<file path="src/rtl/link_tlk_pkg.sv">
// Shared types, sizes and block encoders for the ECI link-layer transmit path.
package link_tlk_pkg;

  localparam int NUM_VC      = 13;
  localparam int NUM_WORDS   = 7;
  localparam int WORD_WIDTH  = 64;
  localparam int BLOCK_WIDTH = 512;

  localparam logic [3:0] VC_EMPTY = 4'hF;

  typedef enum logic [3:0] {
    BLK_TYPE_IDLE   = 4'h1,
    BLK_TYPE_SYNC   = 4'h2,
    BLK_TYPE_DATA   = 4'h3,
    BLK_TYPE_CREDIT = 4'h4
  } blk_type_e;

  // Block layout: [447:0] data words (slot i at 64*i), [511:508] block type,
  // [507:480] slot VCs (data blocks), [507] bank select and [503:496] credit
  // bits (credit blocks), [471:448] CRC field left zero for the lower layer.
  function automatic logic [BLOCK_WIDTH-1:0] encode_data_blk(
    input logic [NUM_WORDS-1:0][WORD_WIDTH-1:0] data,
    input logic [NUM_WORDS-1:0][3:0]            vcs
  );
    logic [BLOCK_WIDTH-1:0] b;
    b = '0;
    b[NUM_WORDS*WORD_WIDTH-1:0] = data;
    b[507:480]                  = vcs;
    b[511:508]                  = BLK_TYPE_DATA;
    return b;
  endfunction

  function automatic logic [BLOCK_WIDTH-1:0] encode_sync_blk();
    logic [BLOCK_WIDTH-1:0] b;
    b = '0;
    b[511:508] = BLK_TYPE_SYNC;
    return b;
  endfunction

  function automatic logic [BLOCK_WIDTH-1:0] encode_idle_blk();
    logic [BLOCK_WIDTH-1:0] b;
    b = '0;
    b[511:508] = BLK_TYPE_IDLE;
    return b;
  endfunction

  function automatic logic [BLOCK_WIDTH-1:0] encode_credit_blk(
    input logic       hi_bank,
    input logic [7:0] bits
  );
    logic [BLOCK_WIDTH-1:0] b;
    b = '0;
    b[511:508] = BLK_TYPE_CREDIT;
    b[507]     = hi_bank;
    b[503:496] = bits;
    return b;
  endfunction

endpackage

</file>
<file path="src/rtl/link_tlk_credit_ctr.sv">
// Bank of saturating per-VC counters: +1 per inc bit, -dec per cycle, net applied.
module link_tlk_credit_ctr #(
  parameter int N     = 13,
  parameter int W     = 8,
  parameter int DEC_W = 3,
  parameter int INIT  = 0
) (
  input  logic                      clk,
  input  logic                      rst_n,
  input  logic [N-1:0]              inc,
  input  logic [N-1:0][DEC_W-1:0]   dec,
  output logic [N-1:0][W-1:0]       cnt
);

  localparam logic [W+1:0] MAX = {2'b00, {W{1'b1}}};
  localparam logic [W-1:0] RST = W'(INIT);

  logic [N-1:0][W-1:0] cnt_d, cnt_q;

  // Net add/subtract in a wider domain, then clamp to [0, 2**W-1].
  function automatic logic [W-1:0] net_upd(
    input logic [W-1:0]     c,
    input logic             i,
    input logic [DEC_W-1:0] d
  );
    logic [W+1:0] up, dn;
    up = {2'b00, c} + {{(W+1){1'b0}}, i};
    dn = (W+2)'(d);
    if (up < dn) return '0;
    if ((up - dn) > MAX) return {W{1'b1}};
    return W'(up - dn);
  endfunction

  // Next count for every VC.
  always_comb begin
    cnt_d = cnt_q;
    for (int v = 0; v < N; v++) cnt_d[v] = net_upd(cnt_q[v], inc[v], dec[v]);
  end

  // Counter state.
  always_ff @(posedge clk or negedge rst_n) begin
    if (!rst_n) cnt_q <= {N{RST}};
    else        cnt_q <= cnt_d;
  end

  assign cnt = cnt_q;

endmodule

</file>
<file path="src/rtl/link_tlk.sv">
// ECI link-layer transmit: packs word groups into blocks, tracks transmit
// credits, returns receive credits and inserts sync/idle blocks.
module link_tlk
  import link_tlk_pkg::*;
#(
  parameter int CREDIT_W      = 8,
  parameter int INIT_CREDITS  = 16,
  parameter int SYNC_INTERVAL = 64
) (
  input  logic                                 clk,
  input  logic                                 rst_n,
  input  logic [NUM_WORDS-1:0][WORD_WIDTH-1:0] mob_data,
  input  logic [NUM_WORDS-1:0][3:0]            mob_vc_no,
  input  logic                                 mob_valid,
  output logic                                 mob_ready,
  input  logic [7:0]                           credits,
  input  logic                                 hi_credits,
  input  logic                                 credits_valid,
  input  logic [NUM_VC-1:0]                    rtn_vc_mask,
  output logic [BLOCK_WIDTH-1:0]               blk_tx_data,
  output logic                                 blk_tx_valid,
  input  logic                                 blk_tx_ready,
  output logic [NUM_VC-1:0]                    tx_credit_avail
);

  localparam int SCNT_W = $clog2(SYNC_INTERVAL);

  logic [NUM_VC-1:0][CREDIT_W-1:0] txcred, pending;
  logic [NUM_VC-1:0][2:0]          grp_cnt, tx_dec;
  logic [NUM_VC-1:0][0:0]          pend_dec;
  logic [NUM_VC-1:0]               cred_ret, pend_nz;
  logic                            grp_empty, credit_ok, starve;
  logic                            pend_lo, pend_hi, use_hi, data_go;
  logic                            do_load, sync_due;
  logic [7:0]                      crd_bits;
  blk_type_e                       blk_sel;

  logic [BLOCK_WIDTH-1:0] blk_tx_data_d, blk_tx_data_q;
  logic                   blk_tx_valid_d, blk_tx_valid_q;
  logic [SCNT_W-1:0]      sync_cnt_d, sync_cnt_q;
  logic                   sync_first_d, sync_first_q;
  logic                   last_hi_d, last_hi_q;

  link_tlk_credit_ctr #(.N(NUM_VC), .W(CREDIT_W), .DEC_W(3), .INIT(INIT_CREDITS)) u_txcred (
    .clk(clk), .rst_n(rst_n), .inc(cred_ret), .dec(tx_dec), .cnt(txcred)
  );

  link_tlk_credit_ctr #(.N(NUM_VC), .W(CREDIT_W), .DEC_W(1), .INIT(0)) u_pending (
    .clk(clk), .rst_n(rst_n), .inc(rtn_vc_mask), .dec(pend_dec), .cnt(pending)
  );

  // Per-VC slot census of the offered group and the credit check against it.
  always_comb begin
    grp_cnt   = '0;
    grp_empty = 1'b1;
    credit_ok = 1'b1;
    for (int i = 0; i < NUM_WORDS; i++) begin
      if (mob_vc_no[i] != VC_EMPTY) grp_empty = 1'b0;
      for (int v = 0; v < NUM_VC; v++)
        if (mob_vc_no[i] == 4'(v)) grp_cnt[v] = grp_cnt[v] + 3'd1;
    end
    for (int v = 0; v < NUM_VC; v++)
      if (CREDIT_W'(grp_cnt[v]) > txcred[v]) credit_ok = 1'b0;
  end

  // Partner credit field to per-VC bits; pending-return summaries for CREDIT blocks.
  always_comb begin
    starve = 1'b0;
    for (int v = 0; v < NUM_VC; v++) begin
      cred_ret[v] = credits_valid & credits[v % 8] & (hi_credits == (v >= 8));
      pend_nz[v]  = |pending[v];
      if (pending[v][CREDIT_W-1]) starve = 1'b1;
    end
    pend_lo  = |pend_nz[7:0];
    pend_hi  = |pend_nz[12:8];
    use_hi   = pend_hi & (!pend_lo | !last_hi_q);
    crd_bits = use_hi ? {3'b000, pend_nz[12:8]} : pend_nz[7:0];
  end

  assign do_load  = !blk_tx_valid_q | blk_tx_ready;
  assign sync_due = sync_first_q | (sync_cnt_q == SCNT_W'(SYNC_INTERVAL - 1));
  // A starving return path pushes CREDIT ahead of DATA.
  assign data_go  = mob_valid & credit_ok & !starve;

  // Block selection; an all-empty group is consumed without producing DATA.
  always_comb begin
    blk_sel   = BLK_TYPE_IDLE;
    mob_ready = 1'b0;
    if (sync_due) begin
      blk_sel = BLK_TYPE_SYNC;
    end else begin
      mob_ready = do_load & data_go;
      if (data_go && !grp_empty)  blk_sel = BLK_TYPE_DATA;
      else if (pend_lo || pend_hi) blk_sel = BLK_TYPE_CREDIT;
    end
  end

  // Counter decrements caused by the block being loaded this cycle.
  always_comb begin
    for (int v = 0; v < NUM_VC; v++) begin
      pend_dec[v] = (do_load && blk_sel == BLK_TYPE_CREDIT && pend_nz[v] &&
                     ((v >= 8) == use_hi)) ? 1'b1 : 1'b0;
      tx_dec[v]   = (do_load && blk_sel == BLK_TYPE_DATA) ? grp_cnt[v] : 3'd0;
    end
  end

  // Output stage and sync scheduling next state.
  always_comb begin
    blk_tx_valid_d = blk_tx_valid_q;
    blk_tx_data_d  = blk_tx_data_q;
    sync_cnt_d     = sync_cnt_q;
    sync_first_d   = sync_first_q;
    last_hi_d      = last_hi_q;
    if (do_load) begin
      blk_tx_valid_d = 1'b1;
      sync_first_d   = 1'b0;
      sync_cnt_d     = sync_cnt_q + SCNT_W'(1);
      case (blk_sel)
        BLK_TYPE_SYNC: begin
          blk_tx_data_d = encode_sync_blk();
          sync_cnt_d    = '0;
        end
        BLK_TYPE_DATA:   blk_tx_data_d = encode_data_blk(mob_data, mob_vc_no);
        BLK_TYPE_CREDIT: begin
          blk_tx_data_d = encode_credit_blk(use_hi, crd_bits);
          last_hi_d     = use_hi;
        end
        default:         blk_tx_data_d = encode_idle_blk();
      endcase
    end
  end

  // Output register and scheduling state.
  always_ff @(posedge clk or negedge rst_n) begin
    if (!rst_n) begin
      blk_tx_valid_q <= 1'b0;
      blk_tx_data_q  <= '0;
      sync_cnt_q     <= '0;
      sync_first_q   <= 1'b1;
      last_hi_q      <= 1'b1;
    end else begin
      blk_tx_valid_q <= blk_tx_valid_d;
      blk_tx_data_q  <= blk_tx_data_d;
      sync_cnt_q     <= sync_cnt_d;
      sync_first_q   <= sync_first_d;
      last_hi_q      <= last_hi_d;
    end
  end

  assign blk_tx_data  = blk_tx_data_q;
  assign blk_tx_valid = blk_tx_valid_q;

  always_comb begin
    for (int v = 0; v < NUM_VC; v++) tx_credit_avail[v] = |txcred[v];
  end

endmodule

</file>
<file path="config.mk">
export PLATFORM = sky130hd
export DESIGN_NAME = link_tlk
export DESIGN_NICKNAME = d
export VERILOG_FILES = /design/src/rtl/link_tlk_pkg.sv /design/src/rtl/link_tlk_credit_ctr.sv /design/src/rtl/link_tlk.sv
export SDC_FILE = /design/constraint.sdc
export NUM_CORES = 1
export LEC_CHECK = 0
export BUFFER_PORTS_ARGS = -buffer_cell sky130_fd_sc_hd__buf_2
export CORE_AREA = 2 2 402 404
export CTS_BUF_LIST = sky130_fd_sc_hd__clkbuf_4
export DETAILED_ROUTE_END_ITERATION = 16
export DIE_AREA = 0 0 404 406
export PLACE_DENSITY_LB_ADDON = 0.1
export SYNTH_ARGS = -nofsm -noshare
export SYNTH_HDL_FRONTEND = slang
export SYNTH_HIERARCHICAL = 1
export SYNTH_SLANG_ARGS = --single-unit
export TNS_END_PERCENT = 50
</file>
<file path="constraint.sdc">
create_clock -name clk -period 11.29 [get_ports clk]
set_input_delay 0.5645 -clock clk [delete_from_list [all_inputs] [get_ports clk]]
set_output_delay 0.5645 -clock clk [all_outputs]
set_load 0.05 [all_outputs]
</file>
After elaboration in Yosys (flattened, before gate mapping)
Index checks and enable logic that the tools add are counted.
{"block": "op_classes", "addsub": 131, "multipliers": 0, "div_mod_pow": 0, "order_cmp": 65, "n_eq_ne": 95, "shifts": 0, "n_mux": 339, "bitwise_logic": 30, "n_reduce_logical": 71}
{"op": "$pmux 511 s3", "count": 1}
{"op": "$mux 8", "count": 105}
{"op": "$mux 3", "count": 94}
{"op": "$gt 10x8->1 const B", "count": 26}
{"op": "$add 3x1->3 const B", "count": 78}
{"op": "$add 8x1->9", "count": 26}
{"op": "$reduce_or 8->1", "count": 26}
{"op": "$eq 4x4->1 const B", "count": 35}
{"op": "$mux 1", "count": 138}
{"op": "$lt 10x1->1", "count": 13}
{"op": "$lt 10x3->1", "count": 13}
{"op": "$sub 10x1->10", "count": 13}
{"op": "$sub 10x3->10", "count": 13}
{"op": "$eq 4x3->1 const B", "count": 29}
{"op": "$gt 3x8->1", "count": 13}
{"op": "$eq 4x2->1 const B", "count": 16}
{"op": "$reduce_or 64->1", "count": 1}
{"op": "$reduce_or 40->1", "count": 1}
{"op": "$logic_and 1x1->1", "count": 29}
{"op": "$eq 4x1->1 const B", "count": 7}
{"op": "$logic_not 4->1", "count": 7}
{"op": "$ne 4x4->1 const B", "count": 7}
{"op": "$and 1x1->1", "count": 25}
{"op": "$add 6x1->6 const B", "count": 1}
{"op": "other kinds (7)", "count": 14}
{"block": "totals", "regBits": 729, "latch_bits": 0, "ramBits": 0, "mem_bits_ro": 0, "input_bits": 503, "elab_cells": 762, "n_memories": 0}

Depth between registers and ports, before layout
Gate-level depths: netlist (run 1).
{"block": "logic_depth", "depth_word": 44, "ltp_mapped": 35, "depth_no_buf": 32}

By module
Netlist (run 1), hierarchy kept.
{"mod": "link_tlk", "instances": 1, "cells_per_inst": 2090, "area_each_um2": 24006.8, "seq_area_each_um2": 12214.2}
{"mod": "link_tlk_credit_ctr at u_pending", "instances": 1, "cells_per_inst": 1097, "area_each_um2": 9036.2, "seq_area_each_um2": 2602.5}
{"mod": "link_tlk_credit_ctr at u_txcred", "instances": 1, "cells_per_inst": 998, "area_each_um2": 8531.9, "seq_area_each_um2": 2618.8}

Worst setup path after synthesis (run 1)
No wires, ideal clock.
{"block": "synth_path", "path_kind": "input -> register", "from": "input port mob_vc_no[4] (netlist name)", "to": "register u_txcred.cnt_q, in the netlist u_txcred/cnt[44]", "setup_ps": 79, "t_arrival_ps": 7815, "required_ps": 11211, "slack_ps": 3396, "stages": 31, "cell_sequence": "buf_2 > or4b_2 > ha_1 > xnor2_1 > inv_1 > ha_1 > xnor2_1 > o2bb2ai_1 > a21o_1 > ha_1 > mux2_2 > ha_1 > mux2_2 > ha_1 > nor2b_1 > o21a_1 > o211ai_1 > nand4_1 > or2_2 > nor3_1 > clkbuf_1 > clkbuf_1 > and2_1 > inv_1 > ha_1 > nor2b_1 > a221oi_1 > o21ai_0 > nor4_1 > o21ai_1 > o21ai_0"}
{"element": "start: declaration", "line": "link_tlk.sv:13", "source": "input logic [NUM_WORDS-1:0][3:0] mob_vc_no,"}
{"element": "end signal: assignment", "line": "link_tlk_credit_ctr.sv:42", "source": "if (!rst_n) cnt_q <= {N{RST}};"}
{"element": "end signal: assignment", "line": "link_tlk_credit_ctr.sv:43", "source": "else cnt_q <= cnt_d;"}
{"element": "end: declaration", "line": "link_tlk_credit_ctr.sv:18", "source": "logic [N-1:0][W-1:0] cnt_d, cnt_q;"}

Final worst setup path (run 1)
{"block": "layout_path", "from": "input port mob_vc_no[11] (netlist name)", "to": "register blk_tx_data_q[299] (netlist: blk_tx_data[299])"}
{"block": "layout_via", "elab_chain_len": 31, "elab_cells_between_ends": 172, "classes_between": "52 x add/sub; 13 x order compare; 16 x eq/ne; 86 x mux; 2 x bitwise; 3 x reduce/logical"}
{"element": "$logic_not 4->1", "line": "link_tlk.sv:60", "source": "if (mob_vc_no[i] == 4'(v)) grp_cnt[v] = grp_cnt[v] + 3'd1;"}
{"element": "$mux 3", "line": "link_tlk.sv:60"}
{"element": "$add 3x1->3", "line": "link_tlk.sv:60"}
{"element": "$mux 3", "line": "link_tlk.sv:60"}
{"element": "$add 3x1->3", "line": "link_tlk.sv:60"}
{"element": "$mux 3", "line": "link_tlk.sv:60"}
{"element": "$add 3x1->3", "line": "link_tlk.sv:60"}
{"element": "$mux 3", "line": "link_tlk.sv:60"}
{"element": "(+2 left out)"}
{"element": "$gt 3x8->1", "line": "link_tlk.sv:63", "source": "if (CREDIT_W'(grp_cnt[v]) > txcred[v]) credit_ok = 1'b0;"}
{"element": "$mux 1 (13 in series)", "line": "link_tlk.sv:63"}
{"element": "$and 1x1->1 (2 in series)", "line": "link_tlk.sv:83", "source": "assign data_go = mob_valid & credit_ok & !starve;"}
{"element": "$logic_and 1x1->1 (*)", "line": "link_tlk.sv:93", "source": "if (data_go && !grp_empty) blk_sel = BLK_TYPE_DATA;"}
{"element": "$mux 3 (*)", "line": "link_tlk.sv:93"}
{"element": "$mux 3 (*)", "line": "link_tlk.sv:89", "source": "if (sync_due) begin"}
{"element": "$eq 4x3->1 / $eq 4x2->1 (equally long branches)", "line": "link_tlk.sv:118", "source": "case (blk_sel)"}
{"element": "$pmux 511 s3 (*)", "line": "link_tlk.sv:118"}
{"element": "end signal: assignment", "line": "link_tlk.sv:143", "source": "blk_tx_data_q <= blk_tx_data_d;"}
{"element": "end: declaration", "line": "link_tlk.sv:38", "source": "logic [BLOCK_WIDTH-1:0] blk_tx_data_d, blk_tx_data_q;"}
Every way passes the cells marked *; elsewhere a longest branch is shown, timed or not.
A chain may end at the register's enable or synchronous reset.

==> impl_summary.log, run 1 <==
[metrics] origin of the worst setup path: mob_vc_no[11]
[metrics] data arrival time at the worst-slack endpoint: 9800 ps
[metrics] area share of the leading cell type in the synthesized netlist: 41.0%
[metrics] number of primary I/O pins: approximately 1000
[metrics] number of distinct library cells after synthesis: 99
[metrics] number of pins with negative max-slew slack in the final report: 0
[metrics] Setup CP Type: in2reg
[metrics] Yosys warnings: 6
[metrics] busiest layer in global routing: met2
[metrics] Area after DPL: approximately 48000 um^2
[metrics] least setup slack across all paths after layout: 2640 ps
[metrics] tightest slew margin relative to the limit: 13.5%
[metrics] power per standard cell area: approximately 160 nW/um^2
[metrics] most common library cell in the layout ignoring fill and taps: buf_2
[metrics] DP Worst Slack: 2200 ps
[metrics] R2R Path Start: u_txcred/cnt[25]$_DFF_PN0_
[metrics] post-synthesis xor/xnor area fraction: 7.65%
[metrics] routing usage on met3: 10.1%
[metrics] fraction of the mapped netlist area in adder cells: roughly 7.6%
[metrics] share of synthesized area spent on multiplexers: 2.81%
[metrics] H-tree depth: 4
[metrics] Bufs on Longest Clock Path: 3
[metrics] final critical delay including setup and external delays: 8650 ps
[metrics] total detailed-routing wirelength: 216000 um
[metrics] DRC marker count from the first detailed-route iteration: ~3500
[metrics] postcts setup bufs: 0
[metrics] clock skew: between 100 and 150 ps
[metrics] die span in y: 406 um
[metrics] post-synth design cell area: 41600 um^2
[metrics] Cells after DPL: 7073
[metrics] beginning of the worst hold path: mob_data[70]
[metrics] via count: approximately 42000
[metrics] most area-consuming cells after synthesis: dfrtp_1 41%, a22o_1 9.9%, ha_1 7.0%
[metrics] clock-pin transition on the worst setup and hold timing paths: 70 ps
[metrics] core outline area: about 160000 um^2
[metrics] largest family of logic cells by synthesized area: compound AO/OA/AOI/OAI gates
[metrics] area of the die: 164000 um^2
[metrics] fraction of registers with async set/reset: 100%
[metrics] Cell Count, Final, Fillers Out: roughly 8400
[metrics] flop and latch count out of synthesis: between 600 and 700
[metrics] CP startpoint kind: input port
[metrics] Compound-Gate Fraction of Synth Area: 19.3%
[metrics] antenna violations before repair: 96
[metrics] prevailing post-synth register cell: dfrtp_1
[metrics] area delta synth->final: 43.6%
[metrics] antenna viol nets, final: 0
[metrics] total power of the final layout: 9.72 mW
[metrics] number of clock sinks seen by CTS: 696
[metrics] simple-gate share of the synthesized area: 15.9%
[metrics] clock buffer count from CTS: 212
[metrics] PortBufs: 996
[metrics] maximum capacitance violations: 0
[metrics] GRT Util Overall: 25.3%
[metrics] setup violators final: 0
[metrics] Non-Filler Cell Area, Final: 59700 um^2
[metrics] HP Class: in2reg
[metrics] Highest Clock Rate: between 0.1 and 0.15 GHz
[metrics] share of final-layout standard cells stronger than drive strength 1: 24.1%
[metrics] DRC: 0
[metrics] EDFF count, synth: 0
[metrics] met1 GRT Util: 32.2%
[metrics] maximum net fanout on the critical path: 66
[metrics] worst ir drop on vdd: 0.000110 V
[metrics] wire length of the first global-routing pass: 300000 um
[metrics] cts repair resizes: 0
[metrics] net total in the final layout: between 6000 and 7000
[metrics] cell type contributing the most total cell area after synthesis: dfrtp_1
[metrics] First-pass DRT Iterations: 6
[metrics] global placer's final weighted congestion: 0.922
[metrics] outcome: completed
[metrics] R2R Setup Slk: 5490 ps
[metrics] number of filler cells placed in the layout: between 15000 and 20000
[metrics] Initial Utilization: a little over a quarter
[metrics] met2 Resource Use GR: 36.9%
[metrics] most frequent cells in the layout: 995 x buf_2, 846 x dlygate4sd3_1, 681 x dfrtp_1, 468 x a22o_1, 317 x clkbuf_4
[metrics] row cnt: 147
[metrics] vias in the first global route: roughly 41000
[metrics] leakage power figure: 28.9 nW
[metrics] pin count of the biggest net entering global routing: 166
[metrics] Sum Neg Setup Slack: 0 ps
[metrics] transition time at the pin with the least slew margin: 1300 ps
[metrics] element type at the critical path end: flop
[metrics] clock tree from TritonCTS: yes
[metrics] mean cell area of the mapped netlist: 9.93 um^2
[metrics] Clock Latency Late Sink: 1320 ps
[metrics] post-synthesis instance total: 4185
[metrics] routed wirelength normalized by instance count: 25.8 um
[metrics] fraction of the cycle the final worst path needs: 76.6%
[metrics] clock tree root buffer cell: clkbuf_4
[metrics] RSZ-0062 raised after global routing: false
[metrics] data required time of the critical path: approximately 12000 ps
[metrics] DP Wirelength: 164000 um
[metrics] DR vias/cell: roughly 5
[metrics] number of hold-slack violations in the final timing report: 0
[metrics] x dimension of the die: 404 um
[metrics] fraction of the yosys area taken by sequential cells: 41.9%
[metrics] total overflow reported by the global router: 0
==> cells in the mapped netlist, drive strengths merged (13+ instances only) <==
| master | number |
|---|---|
| nor4b | 13 |
| a31oi | 37 |
| and4 | 17 |
| ha | 233 |
| nand2 | 272 |
| nor3 | 119 |
| or4 | 50 |
| and3 | 67 |
| xor2 | 123 |
| nor3b | 13 |
| o22ai | 21 |
| or3 | 15 |
| mux2i | 51 |
| nor2b | 64 |
| fa | 13 |
| nor4 | 41 |
| nand2b | 35 |
| nand3b | 18 |
| inv | 204 |
| a21oi | 135 |
| and2 | 56 |
| a21boi | 24 |
| mux2 | 58 |
| or2 | 30 |
| nand3 | 145 |
| clkbuf | 121 |
| o211ai | 22 |
| a21o | 14 |
| dfstp | 15 |
| o21a | 28 |
| a22o | 468 |
| nand4 | 38 |
| o21ai | 184 |
| buf | 125 |
| dfrtp | 681 |
| a211o | 20 |
| nor2 | 211 |
| xnor2 | 240 |
| a22oi | 17 |
==> cells by family (layout without fill, tap and decap cells) <==
kind of cell / after synthesis / count (layout)
other: 2 / 95
multiplexers: 109 / 109
AND/OR/NAND/NOR: 1240 / 1240
buffers and inverters: 450 / 2449
flip-flops: 696 / 696
adder cells (fa/ha/maj): 246 / 246
XOR/XNOR: 363 / 363
AO/OA/AOI/OAI: 1079 / 1079
==> where the power goes <==
part / internal [mW] / leakage (nW) / switching [mW] / total (mW)
combinational: 1.58 / 18.0 / 1.80 / 3.38
clock: 1.31 / 1.62 / 1.32 / 2.63
sequential: 2.93 / 9.21 / 0.783 / 3.71
==> metrics by stage <==
stage / utilization [%] / hold WS [ps]
floorplan: - / 269
global placement: 30.3 / 477
detailed placement: 30.3 / 477
CTS: 37.3 / 1.90
global route: 37.4 / 62.1
finish: 37.4 / 197
==> metal layers <==
| layer | up-vias | part of all wire [%] |
|---|---|---|
| li1 | 19179 | - |
| met1 | 20663 | 43 |
| met2 | 1804 | 42 |
| met3 | 459 | 9.8 |
| met4 | 46 | 4.8 |
| met5 | - | 0.49 |
==> worst max-delay path, stage by stage <==
cell and delay [ps]:
dlygate4sd3_1 530, buf_2 370, and4bb_2 330, or4_1 510
nand2_1 100, ha_1 220, nor4_1 250, a31oi_1 100
ha_1 310, mux2_2 280, ha_1 290, mux2_2 270
ha_1 190, nand2_1 80, xor2_1 190, xnor2_1 150
xor2_1 210, ha_1 270, o21a_1 110, o211ai_1 360
nand4_1 360, or2_2 410, nor3_2 200, buf_4 650
buf_4 760, buf_4 660, a22o_1 240, dlygate4sd3_1 550
==> layout make-up <==
class	instances	area, um^2	share of cell area (%)
Multi-Input combinational cell	3071	22300	37.3
Clock inverter	65	369	0.618
Timing Repair Buffer	1863	13700	22.9
Antenna cell	61	153	0.256
Tap cell	2086	2610	4.37
Inverter	204	766	1.28
Clock buffer	317	2380	3.99
Sequential cell	696	17400	29.2
==> registers in the layout (all words and copies together), names as in the netlist <==
name	cells
u_txcred/cnt	104
blk_tx_data	479
sync_cnt_q	6
sync_first_q	1
last_hi_q	1
u_pending/cnt	104
blk_tx_valid	1
==> path summary, 6_finish.rpt <==
kind | to | depth (start not counted)
max in group asynchronous | blk_tx_data[175]$_DFFE_PN0N_ | 5
worst max register to register | blk_tx_data[299]$_DFFE_PN0N_ | 13
worst max-delay path | blk_tx_data[299]$_DFFE_PN0N_ | 28
worst min-delay path | blk_tx_data[70]$_DFFE_PN0N_ | 3
min in group asynchronous | u_txcred/cnt[92]$_DFF_PN1_ | 3
worst min register to register | last_hi_q$_DFFE_PN1N_ | 1
==> timing repair <==
item                                   CTS  global route
hold buffers                           847             0
endpoints found under the hold margin  784             0
setup endpoints to repair                0             0
No activity file was read; power rests on OpenSTA's default activity.
==> run 2: changes to the inputs <==
- CORE_AREA: 2 2 402 404 -> 2 2 404 406
- DIE_AREA: 0 0 404 406 -> 0 0 406 408
- clock period: 11.29 -> 8 ns (I/O delays scaled with it)
==> impl_summary.log, run 2 (synthesis results as in run 1) <==
[metrics] outcome: completed
[metrics] most frequent cells in the layout: 1068 x dlygate4sd3_1, 995 x buf_2, 681 x dfrtp_1, 468 x a22o_1, 316 x clkbuf_4
[metrics] number of primary I/O pins: 1030 (unchanged)
[metrics] wire length of the first global-routing pass: 308000 um (+2.7%)
[metrics] DP Wirelength: 165000 um (+0.70%)
[metrics] total power of the final layout: 14.1 mW (+45%)
[metrics] vias in the first global route: 43612 (+5.4%)
[metrics] clock tree from TritonCTS: yes
[metrics] PortBufs: 996 (unchanged)
[metrics] area delta synth->final: 53.4%
[metrics] fraction of the cycle the final worst path needs: about nine tenths
[metrics] data arrival time at the worst-slack endpoint: 8430 ps (-1370 ps)
[metrics] clock skew: 102 ps (-17.0 ps)
[metrics] Setup CP Type: in2reg
[metrics] power per standard cell area: 222 nW/um^2 (+36%)
[metrics] slowest cell delay on critical path: 640 ps (-120 ps)
[metrics] via count: 43431 (+3.0%)
[metrics] DRC marker count from the first detailed-route iteration: 3148 (-9.7%)
[metrics] die span in y: 408 um (+0.49%)
[metrics] First-pass DRT Iterations: 6 (unchanged)
[metrics] worst ir drop on vdd: 0.000160 V (+46%)
[metrics] number of pins with negative max-slew slack in the final report: 0 (unchanged)
[metrics] CP startpoint kind: input port
[metrics] total overflow reported by the global router: 0 (unchanged)
[metrics] H-tree depth: 4 (unchanged)
[metrics] postcts setup bufs: 0 (unchanged)
[metrics] Non-Filler Cell Area, Final: 63800 um^2 (+6.8%)
[metrics] number of clock sinks seen by CTS: 696 (unchanged)
[metrics] antenna violations before repair: 89 (-7.3%)
[metrics] final critical delay including setup and external delays: 7350 ps
[metrics] cts repair resizes: 0 (unchanged)
[metrics] transition time at the pin with the least slew margin: 1120 ps (-180 ps)
[metrics] data required time of the critical path: 9070 ps (-3370 ps)
[metrics] top layer reached by signal wires: met5
[metrics] tightest slew margin relative to the limit: 25.5% (+12 points)
[metrics] maximum capacitance violations: 0 (unchanged)
[metrics] detailed-routing wirelength on met1: 96500 um (+5.2%)
[metrics] RSZ-0062 raised after global routing: false
[metrics] number of hold-slack violations in the final timing report: 0 (unchanged)
[metrics] row cnt: 148 (+0.68%)
[metrics] total detailed-routing wirelength: 217000 um (+0.64%)
[metrics] element type at the critical path end: flop
[metrics] library cell appearing most often on the critical path: ha_1
[metrics] net total in the final layout: 7266 (+6.9%)
[metrics] Sum Neg Setup Slack: 0 ps (unchanged)
[metrics] clock buffer count from CTS: 222 (+4.7%)
[metrics] Bufs on Longest Clock Path: 3 (unchanged)
[metrics] count of hold-fix buffers inserted at cts: 1069 (+26%)
[metrics] least setup slack across all paths after layout: 645 ps (-1990 ps)
[metrics] maximum net fanout on the critical path: 7 (-89%)
[metrics] max FFs per register: 479 (unchanged)
[metrics] leakage power figure: 31.2 nW (+8.1%)
[metrics] global placer's final weighted congestion: 0.973 (+5.5%)
[metrics] core outline area: 162000 um^2 (+1.3%)
[metrics] clock-pin transition on the worst setup and hold timing paths: 60 ps (about the same)
[metrics] Clock Latency Late Sink: 1300 ps (-20 ps)
[metrics] number of filler cells placed in the layout: 16349 (+0.68%)
[metrics] final core area utilization: 39.4% (+2.0 points)
[metrics] x dimension of the die: 406 um (+0.50%)
[metrics] DRC: 0 (unchanged)
[metrics] DR vias/cell: 4.89 (-3.1%)
[metrics] Area after DPL: 50300 um^2 (+4.1%)
[metrics] Slowest-stage cell, CP: or4b_1
[metrics] share of final-layout standard cells stronger than drive strength 1: 26.0% (+2.0 points)
[metrics] clock tree root buffer cell: clkbuf_4
[metrics] setup violators final: 0 (unchanged)
[metrics] routed wirelength normalized by instance count: 24.4 um (-5.3%)
[metrics] Highest Clock Rate: 0.136 GHz
[metrics] HP Class: in2reg
[metrics] pin count of the biggest net entering global routing: 165 (-0.60%)
[metrics] GRT Util Overall: 25.5% (+0.18 points)
[metrics] DP Worst Slack: 55.5 ps (-2150 ps)
[metrics] area of the die: 166000 um^2 (+0.99%)
[metrics] Met2 Wirelength: 97100 um (+6.2%)
[metrics] most common library cell in the layout ignoring fill and taps: dlygate4sd3_1
[metrics] antenna viol nets, final: 0 (unchanged)
[metrics] met3 wire len: 16100 um (-24%)
[metrics] Initial Utilization: 25.7% (-0.32 points)
run 2: critical path: cells and delay by family:
family                     cells  cell delay (ps)
and+or+nand+nor                8             2030
xor gates and xnor gates       1              240
muxes                          4             1120
buffers and inverters          5             1140
AOI/OAI and AO/OA              6             1290
adders and majority gates      8             2180
run 2: stage by stage:
step	hold slack [ps]	cells
floorplan	104	4217
global placement	440	7399
detailed placement	445	7399
CTS	2.30	8843
global route	55.0	8866
finish	192	8889
run 2: power breakdown:
part | switching, mW | leakage, nW | internal [mW]
sequential | 1.11 | 9.21 | 4.13
combinational | 2.62 | 20.4 | 2.60
clock | 1.87 | 1.60 | 1.80
run 2: area by class of cell:
cell class	instances	area (um^2)	share of cell area, %
Antenna cell	46	115	0.181
Clock buffer	316	2370	3.72
Timing Repair Buffer	2322	17800	27.9
Sequential cell	696	17400	27.3
Clock inverter	59	282	0.442
Tap cell	2175	2720	4.27
Multi-Input combinational cell	3071	22300	35.0
Inverter	204	766	1.20
run 2: path summary, 6_finish.rpt:
kind                                       startpoint                           end  slack (ps)  cells past startpoint
min in group asynchronous                       rst_n    u_txcred/cnt[38]$_DFF_PN0_         360                      4
max in group asynchronous                       rst_n  blk_tx_data[258]$_DFFE_PN0N_        6240                      5
min reg2reg                     last_hi_q$_DFFE_PN1N_         last_hi_q$_DFFE_PN1N_         480                      1
max                                      mob_vc_no[4]   u_pending/cnt[30]$_DFF_PN0_         650                     32
min                                     mob_vc_no[14]  blk_tx_data[494]$_DFFE_PN0N_         190                      3
max reg2reg                u_txcred/cnt[78]$_DFF_PN0_   u_pending/cnt[57]$_DFF_PN0_        3230                     16
run 2: per-layer routing:
| layer | track usage (%) | up-vias |
|---|---|---|
| li1 | - | 20077 |
| met1 | 33.8 | 21374 |
| met2 | 40.1 | 1554 |
| met3 | 6.76 | 386 |
| met4 | 8.45 | 40 |
| met5 | 0 | - |
